`src/rtl/mem_port_arbiter_if.sv`:
```
// Bundle of the fetch, data-memory and memory-macro signals around the shared-port arbiter.
// slave = arbiter view, master = requesters plus memory view.
interface mem_port_arbiter_if;
    logic        if_req;
    logic [31:0] if_addr;
    logic        if_gnt;
    logic        if_rvalid;
    logic [31:0] if_rdata;
    logic        ex_branch_flush;
    logic        intrlock_bubble;
    logic        dm_req;
    logic        dm_we;
    logic [3:0]  dm_be;
    logic [31:0] dm_addr;
    logic [31:0] dm_wdata;
    logic        dm_gnt;
    logic        dm_rvalid;
    logic [31:0] dm_rdata;
    logic        mem_en;
    logic        mem_we;
    logic [3:0]  mem_be;
    logic [31:0] mem_addr;
    logic [31:0] mem_dat_in;
    logic [31:0] mem_dat_out;

    modport slave (
        input  if_req, if_addr, ex_branch_flush,
        input  dm_req, dm_we, dm_be, dm_addr, dm_wdata,
        input  mem_dat_out,
        output if_gnt, if_rvalid, if_rdata, intrlock_bubble,
        output dm_gnt, dm_rvalid, dm_rdata,
        output mem_en, mem_we, mem_be, mem_addr, mem_dat_in
    );

    modport master (
        output if_req, if_addr, ex_branch_flush,
        output dm_req, dm_we, dm_be, dm_addr, dm_wdata,
        output mem_dat_out,
        input  if_gnt, if_rvalid, if_rdata, intrlock_bubble,
        input  dm_gnt, dm_rvalid, dm_rdata,
        input  mem_en, mem_we, mem_be, mem_addr, mem_dat_in
    );
endinterface

```
`src/rtl/mem_port_arbiter.sv`:
```
// Shares one single-port memory between fetch and load/store; data has priority,
// with a starvation counter that forces a fetch win after STARVE_MAX lost contended cycles.
//
// rsp_q state | meaning
// ------------+------------------------------------------------
// RSP_NONE    | no read data returning this cycle
// RSP_IF      | mem_dat_out carries the instruction for fetch
// RSP_DM      | mem_dat_out carries load data for the data port
module mem_port_arbiter #(
    parameter int unsigned STARVE_MAX = 3
) (
    input logic              clk,
    input logic              rst,
    mem_port_arbiter_if.slave bus
);
    typedef enum logic [1:0] {
        RSP_NONE = 2'd0,
        RSP_IF   = 2'd1,
        RSP_DM   = 2'd2
    } rsp_t;

    localparam logic [3:0] STARVE_LIM = 4'(STARVE_MAX);

    rsp_t        rsp_q;
    rsp_t        rsp_d;
    logic [3:0]  starve_cnt;
    logic [3:0]  starve_cnt_d;
    logic        fetch_win;
    logic        if_gnt;
    logic        dm_gnt;
    logic        mem_en;
    logic        mem_we;
    logic [3:0]  mem_be;
    logic [31:0] mem_addr;
    logic [31:0] mem_dat_in;

    always_ff @(posedge clk) begin
        if (rst) begin
            rsp_q      <= RSP_NONE;
            starve_cnt <= '0;
        end else begin
            rsp_q      <= rsp_d;
            starve_cnt <= starve_cnt_d;
        end
    end

    always_comb begin
        // A flush only suppresses the fetch grant; it does not hand the slot to data.
        fetch_win = bus.if_req & (~bus.dm_req | (starve_cnt == STARVE_LIM));
        if_gnt    = fetch_win & ~bus.ex_branch_flush;
        dm_gnt    = bus.dm_req & ~fetch_win;

        rsp_d = RSP_NONE;
        if (if_gnt) begin
            rsp_d = RSP_IF;
        end else if (dm_gnt && !bus.dm_we) begin
            rsp_d = RSP_DM;
        end

        starve_cnt_d = starve_cnt;
        if (if_gnt || !bus.if_req || bus.ex_branch_flush) begin
            starve_cnt_d = '0;
        end else if (dm_gnt && (starve_cnt < STARVE_LIM)) begin
            starve_cnt_d = starve_cnt + 4'd1;
        end

        mem_en     = 1'b0;
        mem_we     = 1'b0;
        mem_be     = 4'h0;
        mem_addr   = 32'h0;
        mem_dat_in = 32'h0;
        if (if_gnt) begin
            mem_en   = 1'b1;
            mem_be   = 4'hF;
            mem_addr = bus.if_addr;
        end else if (dm_gnt) begin
            mem_en     = 1'b1;
            mem_we     = bus.dm_we;
            mem_be     = bus.dm_be;
            mem_addr   = bus.dm_addr;
            mem_dat_in = bus.dm_wdata;
        end
    end

    // Reset in the response cycle discards the returning read.
    assign bus.if_rvalid       = (rsp_q == RSP_IF) & ~bus.ex_branch_flush & ~rst;
    assign bus.dm_rvalid       = (rsp_q == RSP_DM) & ~rst;
    assign bus.if_rdata        = bus.mem_dat_out;
    assign bus.dm_rdata        = bus.mem_dat_out;
    assign bus.if_gnt          = if_gnt;
    assign bus.dm_gnt          = dm_gnt;
    assign bus.intrlock_bubble = bus.if_req & ~if_gnt;
    assign bus.mem_en          = mem_en;
    assign bus.mem_we          = mem_we;
    assign bus.mem_be          = mem_be;
    assign bus.mem_addr        = mem_addr;
    assign bus.mem_dat_in      = mem_dat_in;
endmodule

```
`src/flat_wrapper.sv`:
```
// flat-port wrapper written by rule: the top's interface ports become plain ports
module mem_port_arbiter_flat 
#(
    parameter int unsigned STARVE_MAX = 3
)
  (clk, rst, bus_if_req, bus_if_addr, bus_ex_branch_flush, bus_dm_req, bus_dm_we, bus_dm_be, bus_dm_addr, bus_dm_wdata, bus_mem_dat_out, bus_if_gnt, bus_if_rvalid, bus_if_rdata, bus_intrlock_bubble, bus_dm_gnt, bus_dm_rvalid, bus_dm_rdata, bus_mem_en, bus_mem_we, bus_mem_be, bus_mem_addr, bus_mem_dat_in);
  mem_port_arbiter_if bus_i ();
  input logic clk;
  input logic rst;
  input wire logic [$bits(bus_i.if_req)-1:0] bus_if_req;
  input wire logic [$bits(bus_i.if_addr)-1:0] bus_if_addr;
  input wire logic [$bits(bus_i.ex_branch_flush)-1:0] bus_ex_branch_flush;
  input wire logic [$bits(bus_i.dm_req)-1:0] bus_dm_req;
  input wire logic [$bits(bus_i.dm_we)-1:0] bus_dm_we;
  input wire logic [$bits(bus_i.dm_be)-1:0] bus_dm_be;
  input wire logic [$bits(bus_i.dm_addr)-1:0] bus_dm_addr;
  input wire logic [$bits(bus_i.dm_wdata)-1:0] bus_dm_wdata;
  input wire logic [$bits(bus_i.mem_dat_out)-1:0] bus_mem_dat_out;
  output wire logic [$bits(bus_i.if_gnt)-1:0] bus_if_gnt;
  output wire logic [$bits(bus_i.if_rvalid)-1:0] bus_if_rvalid;
  output wire logic [$bits(bus_i.if_rdata)-1:0] bus_if_rdata;
  output wire logic [$bits(bus_i.intrlock_bubble)-1:0] bus_intrlock_bubble;
  output wire logic [$bits(bus_i.dm_gnt)-1:0] bus_dm_gnt;
  output wire logic [$bits(bus_i.dm_rvalid)-1:0] bus_dm_rvalid;
  output wire logic [$bits(bus_i.dm_rdata)-1:0] bus_dm_rdata;
  output wire logic [$bits(bus_i.mem_en)-1:0] bus_mem_en;
  output wire logic [$bits(bus_i.mem_we)-1:0] bus_mem_we;
  output wire logic [$bits(bus_i.mem_be)-1:0] bus_mem_be;
  output wire logic [$bits(bus_i.mem_addr)-1:0] bus_mem_addr;
  output wire logic [$bits(bus_i.mem_dat_in)-1:0] bus_mem_dat_in;
  assign bus_i.if_req = bus_if_req;
  assign bus_i.if_addr = bus_if_addr;
  assign bus_i.ex_branch_flush = bus_ex_branch_flush;
  assign bus_i.dm_req = bus_dm_req;
  assign bus_i.dm_we = bus_dm_we;
  assign bus_i.dm_be = bus_dm_be;
  assign bus_i.dm_addr = bus_dm_addr;
  assign bus_i.dm_wdata = bus_dm_wdata;
  assign bus_i.mem_dat_out = bus_mem_dat_out;
  assign bus_if_gnt = bus_i.if_gnt;
  assign bus_if_rvalid = bus_i.if_rvalid;
  assign bus_if_rdata = bus_i.if_rdata;
  assign bus_intrlock_bubble = bus_i.intrlock_bubble;
  assign bus_dm_gnt = bus_i.dm_gnt;
  assign bus_dm_rvalid = bus_i.dm_rvalid;
  assign bus_dm_rdata = bus_i.dm_rdata;
  assign bus_mem_en = bus_i.mem_en;
  assign bus_mem_we = bus_i.mem_we;
  assign bus_mem_be = bus_i.mem_be;
  assign bus_mem_addr = bus_i.mem_addr;
  assign bus_mem_dat_in = bus_i.mem_dat_in;
  mem_port_arbiter #(.STARVE_MAX(STARVE_MAX)) u_core (.clk(clk), .rst(rst), .bus(bus_i));
endmodule
```
`config.mk`:
```
export PLATFORM = sky130hd
export DESIGN_NAME = mem_port_arbiter_flat
export DESIGN_NICKNAME = d
export VERILOG_FILES = /design/src/rtl/mem_port_arbiter_if.sv /design/src/rtl/mem_port_arbiter.sv /design/src/flat_wrapper.sv
export SDC_FILE = /design/constraint.sdc
export NUM_CORES = 1
export LEC_CHECK = 0
export ABC_AREA = 1
export CORE_AREA = 2 2 109 111
export CTS_CLUSTER_DIAMETER = 60
export DETAILED_ROUTE_END_ITERATION = 7
export DIE_AREA = 0 0 111 113
export SLEW_MARGIN = 20
export SYNTH_ARGS = -nofsm -noshare
export SYNTH_HDL_FRONTEND = slang
export SYNTH_SLANG_ARGS = --single-unit
export TNS_END_PERCENT = 50
```
`constraint.sdc`:
```
create_clock -name clk -period 3.3 [get_ports clk]
set_input_delay 0.99 -clock clk [delete_from_list [all_inputs] [get_ports clk]]
set_output_delay 0.99 -clock clk [all_outputs]
set_load 0.01 [all_outputs]
```
==> results.sh <==
export IMPL_drt_iter0_markers=57
export IMPL_yosysTopAreaCell="buf_4"
export IMPL_grt_ovfl_total=0
export IMPL_fmax_ghz=0.310
export IMPL_drv_slew=0
export IMPL_cts_sinks=6
export IMPL_powerDensity_nw_per_um2=191
export IMPL_io_buffer_count=180
export IMPL_peakVddDrop_mv=0.135
export IMPL_worst_pin_slew_ns=0.217
export IMPL_skew_ns=0.00164
export IMPL_finalHoldViolations=0
export IMPL_drv_cap=0
export IMPL_ys_ff_latch=6
export IMPL_numCtsBuffers=3
export IMPL_synth_async_sr_flop_share_pct=0
export IMPL_dp_hpwl_um=4800
export IMPL_cts_buffer_depth=2
export IMPL_met1_length_um=2440
export IMPL_whs_ns=0.454
export IMPL_grt_max_degree=38
export IMPL_final_nets=562
export IMPL_post_route_period_util_pct=97.6
export IMPL_routed_wirelength_um=6610
export IMPL_die_w_um=111
export IMPL_cp_start_kind="input port"
export IMPL_reg2reg_slack_ns=1.47
export IMPL_outcome="completed"
export IMPL_area_growth_pct=113
export IMPL_synth_top_flop_cell="dfxtp_1"
export IMPL_final_util_pct=28.7
export IMPL_dr_wl_met2_um=3180
export IMPL_top_layer="met4"
export IMPL_synth_cell_types=19
export IMPL_finalCriticalPeriod_ns=3.22
export IMPL_power_total_uw=617
export IMPL_num_rows=39
export IMPL_syn_area_sq_um=1520
export IMPL_dr_pass1_iters=4
export IMPL_syn_avg_cell_area_sq_um=5.33
export IMPL_setup_viol=0
export IMPL_htreeDepth=1
export IMPL_cts_tree="done"
export IMPL_synth_edff_count=0
export IMPL_clkLatencyLatePin_ns=0.22
export IMPL_grt_pass1_wl_um=9850
export IMPL_required_ns=2.31
export IMPL_synth_cells=285
export IMPL_grt_pass1_vias=1962
export IMPL_slew_headroom_pct=85.6
export IMPL_antenna_cells=0
export IMPL_die_area_sq_um=12500
export IMPL_die_y_um=113
export IMPL_synthTopCellsByArea="buf_4, nand2_1, inv_1"
export IMPL_endpoint_kind="primary output"
export IMPL_ant_nets=0
export IMPL_grt_total_usage_pct=9.77
export IMPL_p_leak_nw=1.77
export IMPL_vias=2044
export IMPL_arrival_ns=2.23
export IMPL_synthTopCellsByCount="nand2_1, buf_4, inv_1, nor2_1, nand2_2"
export IMPL_synth_most_common_cell="nand2_1"
export IMPL_core_sq_um=11300
export IMPL_antenna_found_initial=0
export IMPL_io_pins=277
export IMPL_dr_wl_met3_um=735
export IMPL_hold_path_class="reg2reg"
export IMPL_place_congestion=0.774
export IMPL_clk_pin_slew_ns=0.03
export IMPL_syn_nets=424
export IMPL_yosysWarnings=0
export IMPL_post_drt_wl_per_cell_um=11.7
export IMPL_ys_seq_area_share_pct=7.90
export IMPL_start_util_pct=13.5
export IMPL_cts_root_buf="clkbuf_16"
export IMPL_drc=0
export IMPL_crit_fanout=3
export IMPL_vias_per_cell=3.62
export IMPL_grt_setup_unrepaired="yes"
export IMPL_crit_type="in2out"
export IMPL_synth_top_area_share_pct=33.1
export IMPL_drive_gt1_share_pct=16.4
[sequential cells by signal, indices dropped and copies added, names as in the netlist]
name,flops
u_core.rsp_q,2
u_core.starve_cnt,4
[cell usage in the layout, fill, tap and decap left out, drive strengths merged]
cell	instances
a21oi	3
buf	49
clkbuf	4
clkdlybuf4s15	15
clkdlybuf4s50	102
clkinvlp	1
dfxtp	6
dlygate4sd2	38
dlymetal6s2s	1
ha	1
inv	41
nand2	110
nand3	2
nand4	2
nor2	43
nor3	1
o21ai	1
xor2	1
[through the flow]
| stage | worst slack, ns | cell area (sq um) | setup TNS (ns) | instances |
|---|---|---|---|---|
| after global placement | -0.465 | 3070 | -29.25 | 546 |
| after CTS | 0.00538 | 3240 | 0 | 564 |
| after detailed placement | -0.495 | 3070 | -30.44 | 546 |
| after global routing | -0.00656 | 3240 | -0.00656 | 564 |
| final | 0.0776 | 3240 | 0 | 564 |
| after floorplan | 0.502 | 1520 | 0 | 285 |
[cell families (layout without fill, tap and decap cells)]
group | after synthesis | count (layout) | synth area share, %
simple gates | 158 | 158 | 41.2
fa+ha+maj | 1 | 1 | 0.823
xor+xnor | 1 | 1 | 0.576
compound gates | 4 | 4 | 2.55
buf+inv | 115 | 251 | 46.9
flops | 6 | 6 | 7.90
[critical path, cell delays in order]
cell and delay, ns:
clkdlybuf4s15_2 0.21, a21oi_2 0.15, nand2_2 0.10, nor2_4 0.13
buf_6 0.11, buf_6 0.08, clkinvlp_4 0.12, buf_6 0.15
nand2_1 0.06, buf_2 0.12
[final cells by class]
| type | count | area [sq um] |
|---|---|---|
| fillers | 1269 | 8030 |
| repair buffers | 206 | 2020 |
| multi-input cells | 164 | 687 |
| well taps | 143 | 179 |
| inverters | 42 | 161 |
| flip-flops and latches | 6 | 120 |
| clock buffers | 3 | 75.1 |
[path summary, 6_finish.rpt]
check,startpoint,to,cells after the start
worst max-delay path,bus_dm_req,bus_mem_be[3],10
worst min-delay path,u_core.starve_cnt[2],u_core.starve_cnt[2],2
worst max register to register,u_core.starve_cnt[0],u_core.rsp_q[0],12
worst min register to register,u_core.starve_cnt[2],u_core.starve_cnt[2],2
[metal layers]
| layer | up-vias | track usage, % |
|---|---|---|
| met1 | 834 | 10.5 |
| met4 | 0 | 4.33 |
| met5 | - | 0 |
| met2 | 147 | 17.8 |
| met3 | 32 | 2.79 |
| li1 | 1031 | - |
[report_power, final]
part,switching (mW),internal [mW],total [mW]
registers,0.000522,0.0740,0.0746
clock network,0.0368,0.155,0.192
logic,0.137,0.214,0.351
total,0.174,0.444,0.617
[repair_timing]
| item | in CTS | in global routing |
|---|---|---|
| endpoints found under the setup margin | 74 | 35 |
| cloned | 4 | 0 |
| hold buffers | 0 | 0 |
| gates resized for setup | 178 | 2 |
| setup buffers | 11 | 0 |
| pin swaps | 2 | 1 |
Power figures use the tool's default switching activity.
==> variant: new RTL, same settings <==
Reset style: asynchronous (`rst`), changed in one clocked block.
--- a/src/rtl/mem_port_arbiter.sv
+++ b/src/rtl/mem_port_arbiter.sv
@@ -34,7 +34,7 @@
     logic [31:0] mem_addr;
     logic [31:0] mem_dat_in;
 
-    always_ff @(posedge clk) begin
+    always_ff @(posedge clk or posedge rst) begin
         if (rst) begin
             rsp_q      <= RSP_NONE;
             starve_cnt <= '0;
Formal check against the unedited RTL: differs if rst is asserted again (counterexample within 4 cycles, from zero or initial values and one cycle with rst high); with rst held inactive, the same outputs for 10 cycles.
==> variant against the original RTL <==
  * The flow now finishes with violations (setup timing)
  * Total power rose by 3.9%
  * Design area rose by 4.0%
  * Worst setup slack got worse by 0.16 ns
  * Global-route usage rose by 1.5 points
  * Worst hold slack improved by 0.060 ns
  * Synthesized area rose by 5.3%
  * Cell count did not move
  * Synthesized cell count rose by 2.1%
  * Wire length rose by 15%
  * Critical path depth fell by 4
  * Sequential cell count did not move
  * Largest power group unchanged
==> variant: results <==
{
  "drt_iter0_drc": 155,
  "ctsLongestPathBuffers": 2,
  "synthTopCellsByCount": "sky130_fd_sc_hd__nand2_1 (78), sky130_fd_sc_hd__buf_4 (68), sky130_fd_sc_hd__inv_1 (41)",
  "synth-compound-area-share_pct": 1.09,
  "timing.rr.start": "u_core.starve_cnt[2]",
  "reg2regPathDepth": 7,
  "clock_skew_ns": 0.00509,
  "path_clk_slew_ns": 0.04,
  "ys_top_cells_by_area": "sky130_fd_sc_hd__buf_4 (32%), sky130_fd_sc_hd__nand2_1 (18%), sky130_fd_sc_hd__nand4_1 (14%), sky130_fd_sc_hd__inv_1 (9.6%), sky130_fd_sc_hd__dfrtp_1 (9.4%)",
  "finalHoldWorstSlack_ns": 0.514,
  "worstHoldEndpoint": "u_core.starve_cnt[2]",
  "crit_fanout": 17,
  "grt_pass1_wl_um": 11400,
  "drt_first_pass_iters": 4,
  "setup_violations": 1,
  "worst_slack_at_placement_ns": -0.449,
  "total_negative_setup_slacks_ns": -0.0823,
  "timing.critical_path.max_delay_family": "buffers and inverters",
  "critical-path-slowest-cell": "sky130_fd_sc_hd__clkdlybuf4s50_1",
  "place.port_buffers": 180,
  "num_vias": 2237,
  "syn_avg_cell_area_um2": 5.50,
  "max-slew-margin-rel_pct": 82.1,
  "antenna_found_initial": 0,
  "async_flop_share_pct": 100,
  "share_of_the_yosys_chip_area_belonging_to_registers_pct": 9.38,
  "gates_resized_cts_repair": 108,
  "post-cts-setup-buffer-count": 6,
  "synth_cell_types": 17,
  "number_of_instances_in_the_placed_design": 551,
  "grt_max_degree": 36,
  "drt_wl_total_um": 7590,
  "drive_gt1_share_pct": 12.1,
  "timing.reg2reg.setup_slack_ns": 1.83,
  "synth_nets": 430,
  "result_of_the_run": "finished with violations",
  "hpwl_um": 5840,
  "gp_congestion": 0.851,
  "avgViaCountPerCell": 3.97,
  "hold_path_startpoint": "u_core.starve_cnt[2]",
  "layout_setup_ws_ns": -0.0823,
  "fillerInstances": 1231,
  "failed_checks": "setup timing",
  "clock-root-buffer": "sky130_fd_sc_hd__clkbuf_16",
  "most_used_flip_flop_cell_after_synthesis": "sky130_fd_sc_hd__dfrtp_1",
  "all_layer_global_routing_usage_pct": 11.2,
  "critPathMaxStageDelay_ns": 0.52,
  "synth-adder-area-share_pct": 0.782,
  "power.static_leakage_uw": 0.00188,
  "irDropWorstVdd_v": 0.000167,
  "reg2reg_to": "u_core.rsp_q[0]",
  "class_of_the_most_critical_hold_timing_path": "reg -> reg",
  "yosys.area_share.xor_xnor_pct": 0,
  "yosys-mux-area-fraction_pct": 0
}
## variant: final cells by class
class	count	area (µm²)	share of cell area [%]
clock buffer	3	75.1	2.23
inverter	44	170	5.05
multi-input combinational	160	728	21.6
sequential	6	150	4.46
tap	143	179	5.31
timing repair buffer	208	2070	61.3
## variant: per-layer routing
metal / vias to the layer above / global-route usage (%) / part of all wire, % / wire length (µm)
met2: 153 / 20.4 / 48 / 3680
li1: 1100 / - / - / -
met1: 959 / 12.4 / 37 / 2840
met4: 0 / 3.42 / 3.0 / 224
met5: - / 0 / 0 / 0
met3: 25 / 3.91 / 11 / 846
## variant: logic make-up after synthesis
| logic type | after synthesis |
|---|---|
| AND/OR/NAND/NOR | 157 |
| adder cells (fa/ha/maj) | 1 |
| AO/OA/AOI/OAI | 2 |
| flip-flops | 6 |
| buffers and inverters | 125 |
## variant: metrics by stage
step / utilization [%] / area, µm²
3_5_place_dp: 28.7 / 3230
3_3_place_gp: 28.7 / 3230
6_report: 29.9 / 3370
2_1_floorplan: - / 1600
4_1_cts: 30.0 / 3390
5_1_grt: 29.9 / 3370
## variant: worst max-delay path by stage
stage	endpoint	slack, ns	cells past startpoint	start
2_1_floorplan	bus_mem_addr[22]	0.49	6	bus_if_req
3_3_place_gp	bus_mem_addr[1]	-0.43	7	bus_dm_req
3_5_place_dp	bus_mem_addr[1]	-0.45	7	bus_dm_req
4_1_cts	bus_mem_addr[16]	-0.23	8	bus_if_req
5_1_grt	bus_mem_addr[25]	-0.16	6	bus_ex_branch_flush
6_report	bus_mem_addr[25]	-0.08	6	bus_ex_branch_flush
## variant: where the power goes
| group | switching [µW] | internal (µW) | total (µW) |
|---|---|---|---|
| clock | 38.6 | 155 | 194 |
| sequential | 0.694 | 75.5 | 76.2 |
| combinational | 147 | 224 | 372 |
